--- src/rtl/lieat_general_pipebuf.sv ---
// lieat_general_pipebuf: DEPTH-entry valid/ready elastic buffer (circular RAM).
// Selectable ready-path cut, optional zero-latency bypass, output masking and
// synchronous flush. Optional feature macro: LIEAT_PIPEBUF_PEAK_EN adds the
// 'peak' output, a high-water mark of the stored-entry count.
module lieat_general_pipebuf #(
  parameter int DW        = 32,
  parameter int DEPTH     = 2,
  parameter int CUT_READY = 1,
  parameter int BYPASS    = 0,
  parameter int MASK      = 0,
  parameter int CW        = $clog2(DEPTH + 1)
) (
  input  logic          clk,
  input  logic          rstn,
  input  logic          flush,
  input  logic          i_valid,
  output logic          i_ready,
  input  logic [DW-1:0] i_data,
  output logic          o_valid,
  input  logic          o_ready,
  output logic [DW-1:0] o_data,
  output logic [CW-1:0] count
`ifdef LIEAT_PIPEBUF_PEAK_EN
  ,
  output logic [CW-1:0] peak
`endif
);

  // Pointer width; a single-entry buffer still carries a 1-bit pointer.
  localparam int PW = (DEPTH > 1) ? $clog2(DEPTH) : 1;
  localparam logic [CW-1:0] DEPTH_C  = CW'(DEPTH);
  localparam logic [PW-1:0] PTR_LAST = PW'(DEPTH - 1);

  logic [DW-1:0] mem_q [DEPTH];
  logic [PW-1:0] wr_ptr_q, wr_ptr_d;
  logic [PW-1:0] rd_ptr_q, rd_ptr_d;
  logic [CW-1:0] count_q, count_d;

  logic          empty_s;
  logic          full_s;
  logic          i_hs_s;
  logic          o_hs_s;
  logic          bypass_s;
  logic          wr_en_s;
  logic          rd_en_s;
  logic [DW-1:0] o_data_raw_s;

  // Status flags, handshakes and the combinational output face of the buffer.
  always_comb begin
    empty_s = (count_q == {CW{1'b0}});
    full_s  = (count_q == DEPTH_C);

    // Flush blanks both handshakes so nothing can move while clearing.
    if (flush) begin
      i_ready = 1'b0;
    end else if (CUT_READY != 0) begin
      i_ready = ~full_s;
    end else begin
      i_ready = ~full_s | o_ready;
    end

    if (flush) begin
      o_valid = 1'b0;
    end else if (BYPASS != 0) begin
      o_valid = ~empty_s | i_valid;
    end else begin
      o_valid = ~empty_s;
    end

    if ((BYPASS != 0) && empty_s) begin
      o_data_raw_s = i_data;
    end else begin
      o_data_raw_s = mem_q[rd_ptr_q];
    end

    if (MASK != 0) begin
      o_data = o_data_raw_s & {DW{o_valid}};
    end else begin
      o_data = o_data_raw_s;
    end

    i_hs_s   = i_valid & i_ready;
    o_hs_s   = o_valid & o_ready;
    // An item that enters and leaves while empty never touches storage.
    bypass_s = (BYPASS != 0) && empty_s && i_hs_s && o_hs_s;
    wr_en_s  = i_hs_s & ~bypass_s;
    rd_en_s  = o_hs_s & ~empty_s;
  end

  // Next pointers (explicit wrap, DEPTH need not be a power of two) and count.
  always_comb begin
    if (wr_en_s) begin
      if (wr_ptr_q == PTR_LAST) begin
        wr_ptr_d = {PW{1'b0}};
      end else begin
        wr_ptr_d = wr_ptr_q + PW'(1);
      end
    end else begin
      wr_ptr_d = wr_ptr_q;
    end

    if (rd_en_s) begin
      if (rd_ptr_q == PTR_LAST) begin
        rd_ptr_d = {PW{1'b0}};
      end else begin
        rd_ptr_d = rd_ptr_q + PW'(1);
      end
    end else begin
      rd_ptr_d = rd_ptr_q;
    end

    case ({wr_en_s, rd_en_s})
      2'b10:   count_d = count_q + CW'(1);
      2'b01:   count_d = count_q - CW'(1);
      default: count_d = count_q;
    endcase
  end

  // Control state: reset beats flush, flush beats traffic.
  always_ff @(posedge clk) begin
    if (!rstn) begin
      wr_ptr_q <= {PW{1'b0}};
      rd_ptr_q <= {PW{1'b0}};
      count_q  <= {CW{1'b0}};
    end else if (flush) begin
      wr_ptr_q <= {PW{1'b0}};
      rd_ptr_q <= {PW{1'b0}};
      count_q  <= {CW{1'b0}};
    end else begin
      wr_ptr_q <= wr_ptr_d;
      rd_ptr_q <= rd_ptr_d;
      count_q  <= count_d;
    end
  end

  // Data storage; intentionally not reset, contents are don't-care until written.
  always_ff @(posedge clk) begin
    if (wr_en_s) begin
      mem_q[wr_ptr_q] <= i_data;
    end
  end

  assign count = count_q;

`ifdef LIEAT_PIPEBUF_PEAK_EN
  logic [CW-1:0] peak_q, peak_d;

  // High-water mark tracks the count that will be stored after this edge.
  always_comb begin
    if (count_d > peak_q) begin
      peak_d = count_d;
    end else begin
      peak_d = peak_q;
    end
  end

  // Peak register, cleared together with the buffer.
  always_ff @(posedge clk) begin
    if (!rstn) begin
      peak_q <= {CW{1'b0}};
    end else if (flush) begin
      peak_q <= {CW{1'b0}};
    end else begin
      peak_q <= peak_d;
    end
  end

  assign peak = peak_q;
`endif

endmodule

--- config.mk ---
export PLATFORM = sky130hd
export DESIGN_NAME = lieat_general_pipebuf
export DESIGN_NICKNAME = d
export VERILOG_FILES = /design/src/rtl/lieat_general_pipebuf.sv
export SDC_FILE = /design/constraint.sdc
export NUM_CORES = 1
export LEC_CHECK = 0
export ABC_AREA = 0
export CAP_MARGIN = 10
export CORE_MARGIN = 10
export CORE_UTILIZATION = 25
export DETAILED_ROUTE_END_ITERATION = 10
export REMOVE_ABC_BUFFERS = 1
export SLEW_MARGIN = 20
export SYNTH_ARGS = -nofsm -noshare
export SYNTH_HDL_FRONTEND = slang
export SYNTH_SLANG_ARGS = --single-unit
export TNS_END_PERCENT = 5
--- constraint.sdc ---
create_clock -name clk -period 3.06 [get_ports clk]
set_input_delay 0.612 -clock clk [delete_from_list [all_inputs] [get_ports clk]]
set_output_delay 0.612 -clock clk [all_outputs]
set_load 0.03 [all_outputs]
==> results of run 1 <==
-- logic make-up (layout without fill, tap and decap cells) --
family | count (synthesis) | in the layout
AND/OR/NAND/NOR | 14 | 14
AO/OA/AOI/OAI | 5 | 5
adder cells (fa/ha/maj) | 1 | 1
buffers and inverters | 5 | 93
multiplexers | 32 | 32
flip-flops | 69 | 69
XOR/XNOR | 3 | 3
-- cells in the mapped netlist --
| cell type | count | area, sq um |
|---|---|---|
| edfxtp_1 | 64 | 1920 |
| mux2_1 | 2 | 22.5 |
| inv_1 | 1 | 3.75 |
| nand2b_1 | 1 | 6.26 |
| and2_1 | 1 | 6.26 |
| a21oi_1 | 2 | 10.0 |
| nor2_1 | 7 | 26.3 |
| dfxtp_1 | 5 | 100 |
| and3_1 | 1 | 6.26 |
| ha_1 | 1 | 12.5 |
| o21ai_0 | 3 | 15.0 |
| clkbuf_1 | 1 | 3.75 |
| mux2_2 | 30 | 338 |
| or3_1 | 3 | 18.8 |
| buf_2 | 3 | 15.0 |
| xnor2_1 | 1 | 8.76 |
| nor2b_1 | 1 | 6.26 |
| xor2_1 | 2 | 17.5 |
-- how the worst max path moves through the flow --
stage	start	cells after the start	to	slack, ns
6_report	flop	3	o_data[9]	0.45
5_1_grt	flop	3	o_data[1]	0.33
4_1_cts	flop	3	o_data[30]	0.37
3_5_place_dp	flush	3	i_ready	0.54
3_3_place_gp	flush	3	i_ready	0.56
2_1_floorplan	count[0]	3	mem_q[0][0]	0.23
-- state kept, by name (all words and copies together), names as in the netlist, named ones only --
signal    count
mem_q        64
count         2
rd_ptr_q      1
wr_ptr_q      1
-- critical path, cell delays in order (launching register included) --
cell and delay [ns]:
dfxtp_2 0.48, buf_12 0.23, mux2_2 0.35, clkdlybuf4s50_1 0.61
-- power by group through the flow --
| stage | Clock, mW | Combinational, mW | Sequential, mW |
|---|---|---|---|
| after floorplan | 0 | 0.0828 | 1.09 |
| after global placement | 0 | 0.195 | 1.09 |
| after detailed placement | 0 | 0.196 | 1.09 |
| after CTS | 0.987 | 0.197 | 1.07 |
| after global routing | 1.02 | 0.207 | 1.07 |
| final | 0.957 | 0.193 | 1.07 |
-- area by class of cell --
class / instances / area, sq um
inverter: 1 / 3.75
clock inverter: 7 / 136
fill: 977 / 6090
timing repair buffer: 76 / 776
clock buffer: 9 / 124
multi-input combinational: 55 / 503
tap: 133 / 166
sequential: 69 / 2020
-- metal layers --
| metal | GRT usage | part of all wire |
|---|---|---|
| met1 | 0.0806 | 0.43 |
| met2 | 0.115 | 0.48 |
| met3 | 0.0382 | 0.082 |
| met4 | 0.0339 | 0.0088 |
| met5 | 0 | 0 |
==> results_dict.tcl, run 1 <==
set metrics [dict create \
    power_frac_comb 0.087 \
    final_util 0.380 \
    synthDistinctLibCells 18 \
    cap_violations 0 \
    cts.reportedPaths.clkPinSlew_ns 0.07 \
    cts-root-buf "clkbuf_8" \
    cts_buffers 9 \
    switchingPower_uw 436 \
    rsz0062_at_grt "false" \
    cts_tree "built" \
    globalRoute.totalOverflow 0 \
    cts_setup_buffers 0 \
    vias 1383 \
    hold_ws_ns 0.512 \
    place_ws_ns 0.536 \
    final_antenna_net_count 0 \
    antenna_found_initial 0 \
    grt_first_pass_wirelength_microns 8160 \
    worstSkewPairLatency_ns 0.33 \
    r2r_cells 5 \
    p_int_mw 1.78 \
    synthAdderAreaFrac 0.00493 \
    portBuffers 72 \
    power_density_nw_per_um2 594 \
    grt_pass1_vias 1573 \
    setup_viol 0 \
    ir_drop_uv 240 \
    min_period_ns 2.61 \
    grt_max_degree 33 \
    ctsResizeCount 0 \
    drive_above_1_share 0.235 \
    synth-xor-area-share 0.0103 \
    grt_util_all_layers 0.0731 \
    synth_top_family_by_area "multiplexers" \
    hold_class "flop to flop" \
    diodes 0 \
    post_dp_cell_area_sq_um 3470 \
    core_sq_um 9820 \
    layout_setup_ws_ns 0.448 \
    cp-start-kind "flop" \
    clock.fmax_mhz 383 \
    cts_max_level 3 \
    synth_area_per_cell_sq_um 19.7 \
    fin_nets 250 \
    drt_iter0_markers 39 \
    synth-seq-cells 69 \
    synth-simple-area-share 0.0276 \
    timing.final.crit_share 0.854 \
    cp_max_fo 24 \
    place_congestion 0.661 \
    final_common_cell "clkdlybuf4s50_1" \
    synth_mux_area_frac 0.142 \
    yosys_warnings 0 \
    drv_slew 0 \
    finalHoldViolCount 0 \
    dp.cells 334 \
    totalWireLength_microns 5250 \
    crit_type "flop to output pin" \
    arrival_ns 2.00 \
    cp_data_required_time_ns 2.45 \
    sw_frac_of_total 0.197 \
    synth-compound-area-share 0.00986 \
    critical_path.endpoint_type "output pin" \
    clock_power_share 0.432 \
    synthCells 129 \
    vias_per_cell 3.95 \
    power_frac_seq 0.481 \
    netlist_area_sq_um 2540 \
    rows 36 \
    r2r_slack_ns 1.18 \
    final_cell_mix "clkdlybuf4s50_1 (72), edfxtp_1 (64), mux2_2 (30)" \
    die_w_microns 121 \
    initial_utilization 0.259 \
    cts_num_sinks 69 \
    hold_buffers 0 \
    outcome "finished, final reports clean" \
    design.die.area_sq_um 14600 \
    hpwl_microns 3650 \
    ioPinCount 73 \
    timing.rr.start "count[0]" \
    holdPathStages 2 \
    holdCritStartpoint "rd_ptr_q" \
    drt-pass1-iter-count 4 \
    reg2reg_to "count[1]" \
    fin_area_sq_um 3730 \
    relSlewSlack 0.763 \
    fin_skew_ns 0.00590 \
    die_h_microns 121 \
    synth_seq_area_share 0.796 \
    clk_path_buf_depth 2 \
    power_mw 2.22 \
    drc 0 \
    p_leak_nw 1.24 \
    worst_slew_pin_slew_ns 0.356 \
    setup-tns-final_ns 0 \
    syn2layout_area_growth_pct 47.0 \
    final-instance-count-excl-fill 350 \
    routedWlPerCell_microns 15.0 \
]
No activity file was read; power rests on OpenSTA's default activity.
==> run 2: changes to the inputs <==
Settings changed: ABC_AREA 0 to 1, HOLD_SLACK_MARGIN set to 0.1.
==> results_dict.tcl, run 2 <==
set metrics [dict create \
    cp-start-kind "input port" \
    worst_slew_pin_slew_ns 0.370 \
    drt_iter0_markers 77 \
    final_common_cell "clkdlybuf4s50_1" \
    outcome "finished, final reports clean" \
    synth_top_family_by_area "multiplexers" \
    diodes 0 \
    synth_mux_area_frac 0.172 \
    rsz0062_at_grt "false" \
    setup-tns-final_ns 0 \
    synth-seq-cells 69 \
    crit_type "input port to output pin" \
    drv_slew 0 \
    synthCells 147 \
    cts_buffers 9 \
    cts.reportedPaths.clkPinSlew_ns 0.07 \
    fin_nets 269 \
    vias_per_cell 3.93 \
    synth_seq_area_share 0.735 \
    place_congestion 0.634 \
    dp.cells 360 \
    synth_area_per_cell_sq_um 18.7 \
    grt_pass1_vias 1643 \
    synth-main-ff-cell "edfxtp_1" \
    cp_data_required_time_ns 2.45 \
    synth-simple-area-share 0.0409 \
    holdCritStartpoint "rd_ptr_q" \
    critical_path.endpoint_type "output pin" \
    ir_drop_uv 154 \
    drive_above_1_share 0.233 \
    globalRoute.totalOverflow 0 \
    syn2layout_area_growth_pct 39.8 \
    clock.fmax_mhz 392 \
    synth_top_cell_by_area "edfxtp_1" \
    hold_buffers 0 \
    largest_reg_flops 64 \
    timing.rr.start "count[0]" \
    synthDistinctLibCells 15 \
    synth_area_leaders "edfxtp_1 (70%), mux2_4 (16%), dfxtp_1 (3.6%), buf_12 (2.2%), nand2_1 (1.8%)" \
    hold_class "flop to flop" \
    cap_violations 0 \
    fin_skew_ns 0.00573 \
    yosysMostFrequentCell "edfxtp_1" \
    ioPinCount 73 \
    cts_num_sinks 69 \
    power_density_nw_per_um2 531 \
    totalWireLength_microns 5450 \
    drc 0 \
    cts-root-buf "clkbuf_8" \
    clk_path_buf_depth 2 \
    synth_top_area_share 0.698 \
    ctsResizeCount 0 \
    yosys_warnings 0 \
    core_sq_um 10800 \
    vias 1478 \
    drt-pass1-iter-count 4 \
    holdPathStages 4 \
    grt_util_all_layers 0.0719 \
    die_w_microns 125 \
    hpwl_microns 3850 \
    cp_max_fo 3 \
    initial_utilization 0.255 \
    synth-xor-area-share 0 \
    finalHoldViolCount 0 \
    synth-compound-area-share 0.00546 \
    grt_first_pass_wirelength_microns 8810 \
    die_h_microns 125 \
    rows 38 \
    design.die.area_sq_um 15600 \
    timing.final.crit_share 0.833 \
    final-instance-count-excl-fill 376 \
    synthAdderAreaFrac 0.00455 \
    portBuffers 72 \
    synth_edf_count 64 \
    largest-register "mem_q" \
    n_fill_cell 1058 \
    worstSkewPairLatency_ns 0.34 \
    cts_max_level 3 \
    r2r_cells 5 \
    netlist_area_sq_um 2750 \
    arrival_ns 1.94 \
    reg2reg_to "mem_q[0][12]" \
    min_period_ns 2.55 \
    routedWlPerCell_microns 14.5 \
    synthArstFlopShare 0 \
    final_antenna_net_count 0 \
    grt_max_degree 31 \
    cts_setup_buffers 0 \
    antenna_found_initial 0 \
    p_leak_nw 1.37 \
    final_cell_mix "clkdlybuf4s50_1 (72), edfxtp_1 (64), mux2_4 (30)" \
    r2r_slack_ns 1.41 \
    setup_viol 0 \
    cts_tree "built" \
    yosys-top-cells-count "edfxtp_1 (64), mux2_4 (30), nand2_1 (13)" \
    relSlewSlack 0.753 \
]
[run 2: cell types whose count changed after synthesis, moves of 10 or more]
cell and delta:
inv_1 +10, mux2_2 -28, mux2_4 +30, nand2_1 +13
[run 2: routing by layer]
layer | GRT usage | routed length (microns) | vias to the layer above
li1 | - | - | 710
met1 | 0.0806 | 2380 | 717
met2 | 0.110 | 2620 | 47
met3 | 0.0464 | 414 | 4
met4 | 0.0224 | 41 | 0
met5 | 0 | 0 | -
[run 2: cell type report]
class	count	area (sq um)	area share
flip-flops and latches	69	2020	0.526
repair buffers	77	771	0.200
multi-input cells	62	621	0.161
well taps	140	175	0.0455
clock buffers	9	124	0.0322
clock inverters	7	88.8	0.0231
inverters	12	45.0	0.0117
[run 2: where the power goes]
group / switching [mW] / internal [mW]
combinational: 0.0907 / 0.104
clock: 0.331 / 0.455
sequential: 0.00670 / 1.06
total: 0.428 / 1.62
[run 2: worst max-delay path by stage]
stage,startpoint,end,slack [ns],cells after the start
finish,flush,o_valid,0.51,3
global route,flop,o_data[25],0.45,3
CTS,flush,o_valid,0.48,3
detailed placement,flush,o_valid,0.49,3
global placement,flush,i_ready,0.58,3
floorplan,count[0],mem_q[0][0],0.43,4
[run 2: worst max-delay path, stage by stage]
cell and delay (ns):
clkdlybuf4s50_1 0.45, a21oi_1 0.17, clkdlybuf4s50_1 0.71
[run 2: kinds of logic after synthesis]
| logic type | Yosys count |
|---|---|
| compound gates | 3 |
| simple gates | 26 |
| fa+ha+maj | 1 |
| mux | 32 |
| buf+inv | 16 |
| flops | 69 |
[run 2: stage by stage]
step / setup WS, ns / util / instance area (sq um) / hold slack, ns / power [mW]
CTS: 0.481 / 0.356 / 3850 / 0.545 / 2.08
floorplan: 0.431 / - / 2680 / 0.501 / 1.18
global route: 0.451 / 0.356 / 3850 / 0.589 / 2.13
detailed placement: 0.495 / 0.337 / 3630 / 0.528 / 1.28
finish: 0.511 / 0.356 / 3850 / 0.544 / 2.04
global placement: 0.579 / 0.337 / 3630 / 0.526 / 1.28
==> run 3: changes to the inputs <==
Clock period 3.06 ns to 2.6 ns, I/O delays scaled along.
==> results_dict.tcl, run 3 (same netlist as run 2, synthesis figures left out) <==
set metrics [dict create \
    min_period_ns 2.39 \
    rows 38 \
    finalHoldViolCount 0 \
    r2r_cells 9 \
    cts.reportedPaths.clkPinSlew_ns 0.07 \
    largest_reg_flops 64 \
    portBuffers 72 \
    antenna_found_initial 0 \
    timing.final.crit_share 0.918 \
    final_antenna_net_count 0 \
    fin_nets 270 \
    grt_util_all_layers 0.0711 \
    syn2layout_area_growth_pct 40.7 \
    die_h_microns 125 \
    timing.rr.start "count[0]" \
    clk_path_buf_depth 2 \
    final_util 0.359 \
    drc 0 \
    grt_max_degree 24 \
    cp-start-kind "flop" \
    reg2reg_to "count[1]" \
    drive_above_1_share 0.232 \
    cap_violations 0 \
    ctsResizeCount 0 \
    worstSkewPairLatency_ns 0.34 \
    holdCritStartpoint "count[0]" \
    critical_path.endpoint_type "output pin" \
    design.die.area_sq_um 15600 \
    routedWlPerCell_microns 14.8 \
    holdPathStages 2 \
    globalRoute.totalOverflow 0 \
    hold_buffers 0 \
    rsz0062_at_grt "false" \
    clock.fmax_mhz 419 \
    setup_viol 0 \
    cts_num_sinks 69 \
    hpwl_microns 3920 \
    hold_ws_ns 0.524 \
    ioPinCount 73 \
    p_leak_nw 1.39 \
    core_sq_um 10800 \
    setup-tns-final_ns 0 \
    diodes 0 \
    drt_iter0_markers 74 \
    arrival_ns 1.87 \
    relSlewSlack 0.768 \
    cts_max_level 3 \
    vias_per_cell 3.90 \
    cp_data_required_time_ns 2.08 \
    outcome "finished, final reports clean" \
    r2r_slack_ns 1.09 \
    grt_first_pass_wirelength_microns 8480 \
    die_w_microns 125 \
    initial_utilization 0.255 \
    cts_tree "built" \
    power_density_nw_per_um2 643 \
    drv_slew 0 \
    cts-root-buf "clkbuf_8" \
    totalWireLength_microns 5600 \
    final_cell_mix "clkdlybuf4s50_1 (72), edfxtp_1 (64), mux2_4 (30)" \
    vias 1470 \
    drt-pass1-iter-count 4 \
    fin_skew_ns 0.00635 \
    final_common_cell "clkdlybuf4s50_1" \
    largest-register "mem_q" \
    cp_max_fo 11 \
    cts_setup_buffers 0 \
    worst_slew_pin_slew_ns 0.348 \
    grt_pass1_vias 1566 \
    n_fill_cell 1053 \
    ir_drop_uv 254 \
    hold-path-endpoint "count[0]" \
    place_congestion 0.649 \
    crit_type "flop to output pin" \
    hold_class "flop to flop" \
    cts_buffers 9 \
]
## run 3: cell types whose count changed in the layout (fill, tap and decap cells not counted)
cell,change
clkinvlp_4,-1
bufinv_16,+1
inv_6,-1
clkinv_1,-1
clkbuf_1,+2
buf_4,+1
## run 3: per-stage QoR
stage / total power [mW] / worst slack, ns / cell area, sq um / std cells
after detailed placement: 1.51 / 0.283 / 3640 / 361
after global routing: 2.59 / 0.129 / 3870 / 377
final: 2.49 / 0.213 / 3870 / 377
after global placement: 1.51 / 0.292 / 3640 / 361
after floorplan: 1.38 / -0.0290 / 2680 / 143
after CTS: 2.53 / 0.161 / 3870 / 377
## run 3: report_power, final
| group | internal [mW] | total [mW] | switching (mW) |
|---|---|---|---|
| sequential | 1.24 | 1.25 | 0.00770 |
| combinational | 0.122 | 0.230 | 0.108 |
| clock | 0.633 | 1.01 | 0.375 |
| total | 2.00 | 2.49 | 0.490 |
## run 3: area by class of cell
| type | count | area (sq um) | share of cell area |
|---|---|---|---|
| inverter | 12 | 45.0 | 0.0116 |
| multi-input combinational | 62 | 621 | 0.160 |
| sequential | 69 | 2020 | 0.522 |
| clock inverter | 5 | 98.8 | 0.0255 |
| timing repair buffer | 78 | 778 | 0.201 |
| tap | 140 | 175 | 0.0452 |
| clock buffer | 11 | 131 | 0.0339 |
## run 3: worst max path at each step
stage          slack, ns  cells past startpoint     start           to
6_report            0.21                      3      flop    o_data[6]
5_1_grt             0.13                      3      flop   o_data[19]
4_1_cts             0.16                      3      flop   o_data[10]
3_5_place_dp        0.28                      3     flush      o_valid
3_3_place_gp        0.29                      3     flush      i_ready
2_1_floorplan      -0.03                      4  count[0]  mem_q[0][0]
## run 3: critical path, stage by stage (launching register included)
cell and delay (ns):
dfxtp_2 0.35, buf_4 0.25, mux2_4 0.32, clkdlybuf4s50_1 0.60
## run 3: layer usage
| layer | part of all wire | track usage |
|---|---|---|
| met1 | 0.43 | 0.0767 |
| met2 | 0.48 | 0.112 |
| met4 | 0.017 | 0.0386 |
| met3 | 0.074 | 0.0353 |
| met5 | 0 | 0 |
==> RTL change (settings of run 3) <==
Set the parameter `DW` to 48 (it was 32).
--- a/src/rtl/lieat_general_pipebuf.sv
+++ b/src/rtl/lieat_general_pipebuf.sv
@@ -4,5 +4,5 @@
 // 'peak' output, a high-water mark of the stored-entry count.
 module lieat_general_pipebuf #(
-  parameter int DW        = 32,
+  parameter int DW        = 48,
   parameter int DEPTH     = 2,
   parameter int CUT_READY = 1,
Ports: changed (resized i_data and o_data); port bits go from 73 to 105. No check against the original RTL was run, so the function may have changed too.
==> RTL change against run 3 <==
  * Wire length up 51%
  * Highest routed layer unchanged
  * Sequential cell count up 32
  * Largest power group unchanged
  * Combinational power up 40%
  * Non-clock buffer count up 32
  * Count of clock-buffer cells in the layout down 2
  * Power up 43%
  * Setup slack worse by 0.13 ns
  * Critical path depth unchanged
  * Final area up 42%
  * Area after synthesis up 39%
==> RTL change: results (changes against run 3) <==
GRT Total Usage - 8.236% (was 7.107%)
run status - finished, final reports clean (unchanged)
largest net degree at the start of global routing - 49 (was 24)
register area share after synthesis - 78.04% (was 73.49%)
adder-cell share of the synthesized area - 0.3273% (was 0.4548%)
max reg flops - 96 (was 64)
first-pass GRT wire length - 12.81 mm (was 8.480 mm)
Clock Skews - 0.003321 ns (was 0.006348 ns)
Layout Nets - 366 (was 270)
Syn Area/Cell - 19.50 µm² (was 18.72 µm²)
slew at the pin closest to its max-slew limit - 0.3481 ns (was 0.3475 ns)
Vias - 2,065 (was 1,470)
Compound-Gate Fraction of Synth Area - 0.3928% (was 0.5457%)
commonest cells in the netlist - edfxtp_1, mux2_2, mux2_4 (was edfxtp_1, mux2_4, nand2_1)
share of cells above drive strength 1 - 22.71% (was 23.21%)
CTS root buffer - clkbuf_16 (was clkbuf_8)
Post-synth EDFFs - 96 (was 64)
Buffers on Ports - 104 (was 72)
DP Worst Slack - 0.3016 ns (was 0.2833 ns)
filler cell count - 1,432 (was 1,053)
Worst Path Arrival - 2.00 ns (was 1.87 ns)
Leak - 1.881 nW (was 1.387 nW)
detailed placer's ending HPWL - 5.633 mm (was 3.920 mm)
Critical Path Fanout Max - 24 (was 11)
placed insts - 488 (was 361)
Via density - 4.089 (was 3.899)
initial drt markers - 94 (was 74)
==> RTL change: changes by cell type after synthesis <==
cell and delta:
nand3_2 -1, buf_6 +2, inv_1 +1, edfxtp_1 +32, mux2_2 +26, buf_2 +2, mux2_4 -10, nand3_1 +1
inv_2 -1, buf_12 -3
==> RTL change: critical path: stages (launching register included) <==
cell and delay, ns:
dfxtp_2 0.42, clkbuf_16 0.27, mux2_2 0.36, clkdlybuf4s50_1 0.60
==> RTL change: layout make-up <==
| class | count | area [µm²] | share of cell area [%] |
|---|---|---|---|
| Timing Repair Buffer | 110 | 1161 | 21.11 |
| Sequential cell | 101 | 2984 | 54.27 |
| Clock inverter | 7 | 90.09 | 1.638 |
| Clock buffer | 9 | 225.2 | 4.096 |
| Inverter | 12 | 45.04 | 0.8191 |
| Multi-Input combinational cell | 78 | 758.2 | 13.79 |
| Tap cell | 188 | 235.2 | 4.278 |
==> RTL change: worst paths after layout <==
path,start,end,slack [ns],cells after the start
max reg2reg,count[0],mem_q[1][36],0.95,5
min reg2reg,count[0],count[0],0.53,2
max,flop,o_data[26],0.08,3
min,count[0],count[0],0.53,2
==> RTL change: per-layer routing <==
layer  global-route usage, %  share of wire (%)  vias to the layer above
met5                       0                  0                        -
met4                   3.546                1.8                        0
met3                   3.861                7.3                        9
met2                   13.68                 50                       67
met1                   8.805                 41                     1021
li1                        -                  -                      968
==> RTL change: timing repair <==
item	CTS	global route
gates resized for setup	0	1
hold buffers	0	0
endpoints found under the setup margin	0	3
setup buffers	0	0
==> RTL change: metrics by stage <==
step | TNS, ns | instance area, µm²
after detailed placement | 0 | 5151
final | 0 | 5499
after global routing | 0 | 5499
after global placement | 0 | 5151
after CTS | 0 | 5466
after floorplan | -38.26 | 3779
==> RTL change: logic make-up (layout without fill, tap and decap cells) <==
logic type      after synthesis  count (layout)
flops                       101             101
mux                          48              48
simple gates                 26              26
buf+inv                      17             138
compound gates                3               3
fa+ha+maj                     1               1
==> RTL change: where the power goes <==
group	total, W	internal [W]	switching [W]
registers	0.00184	0.00183	0.0000107
logic	0.000323	0.000169	0.000154
clock network	0.00140	0.000837	0.000567
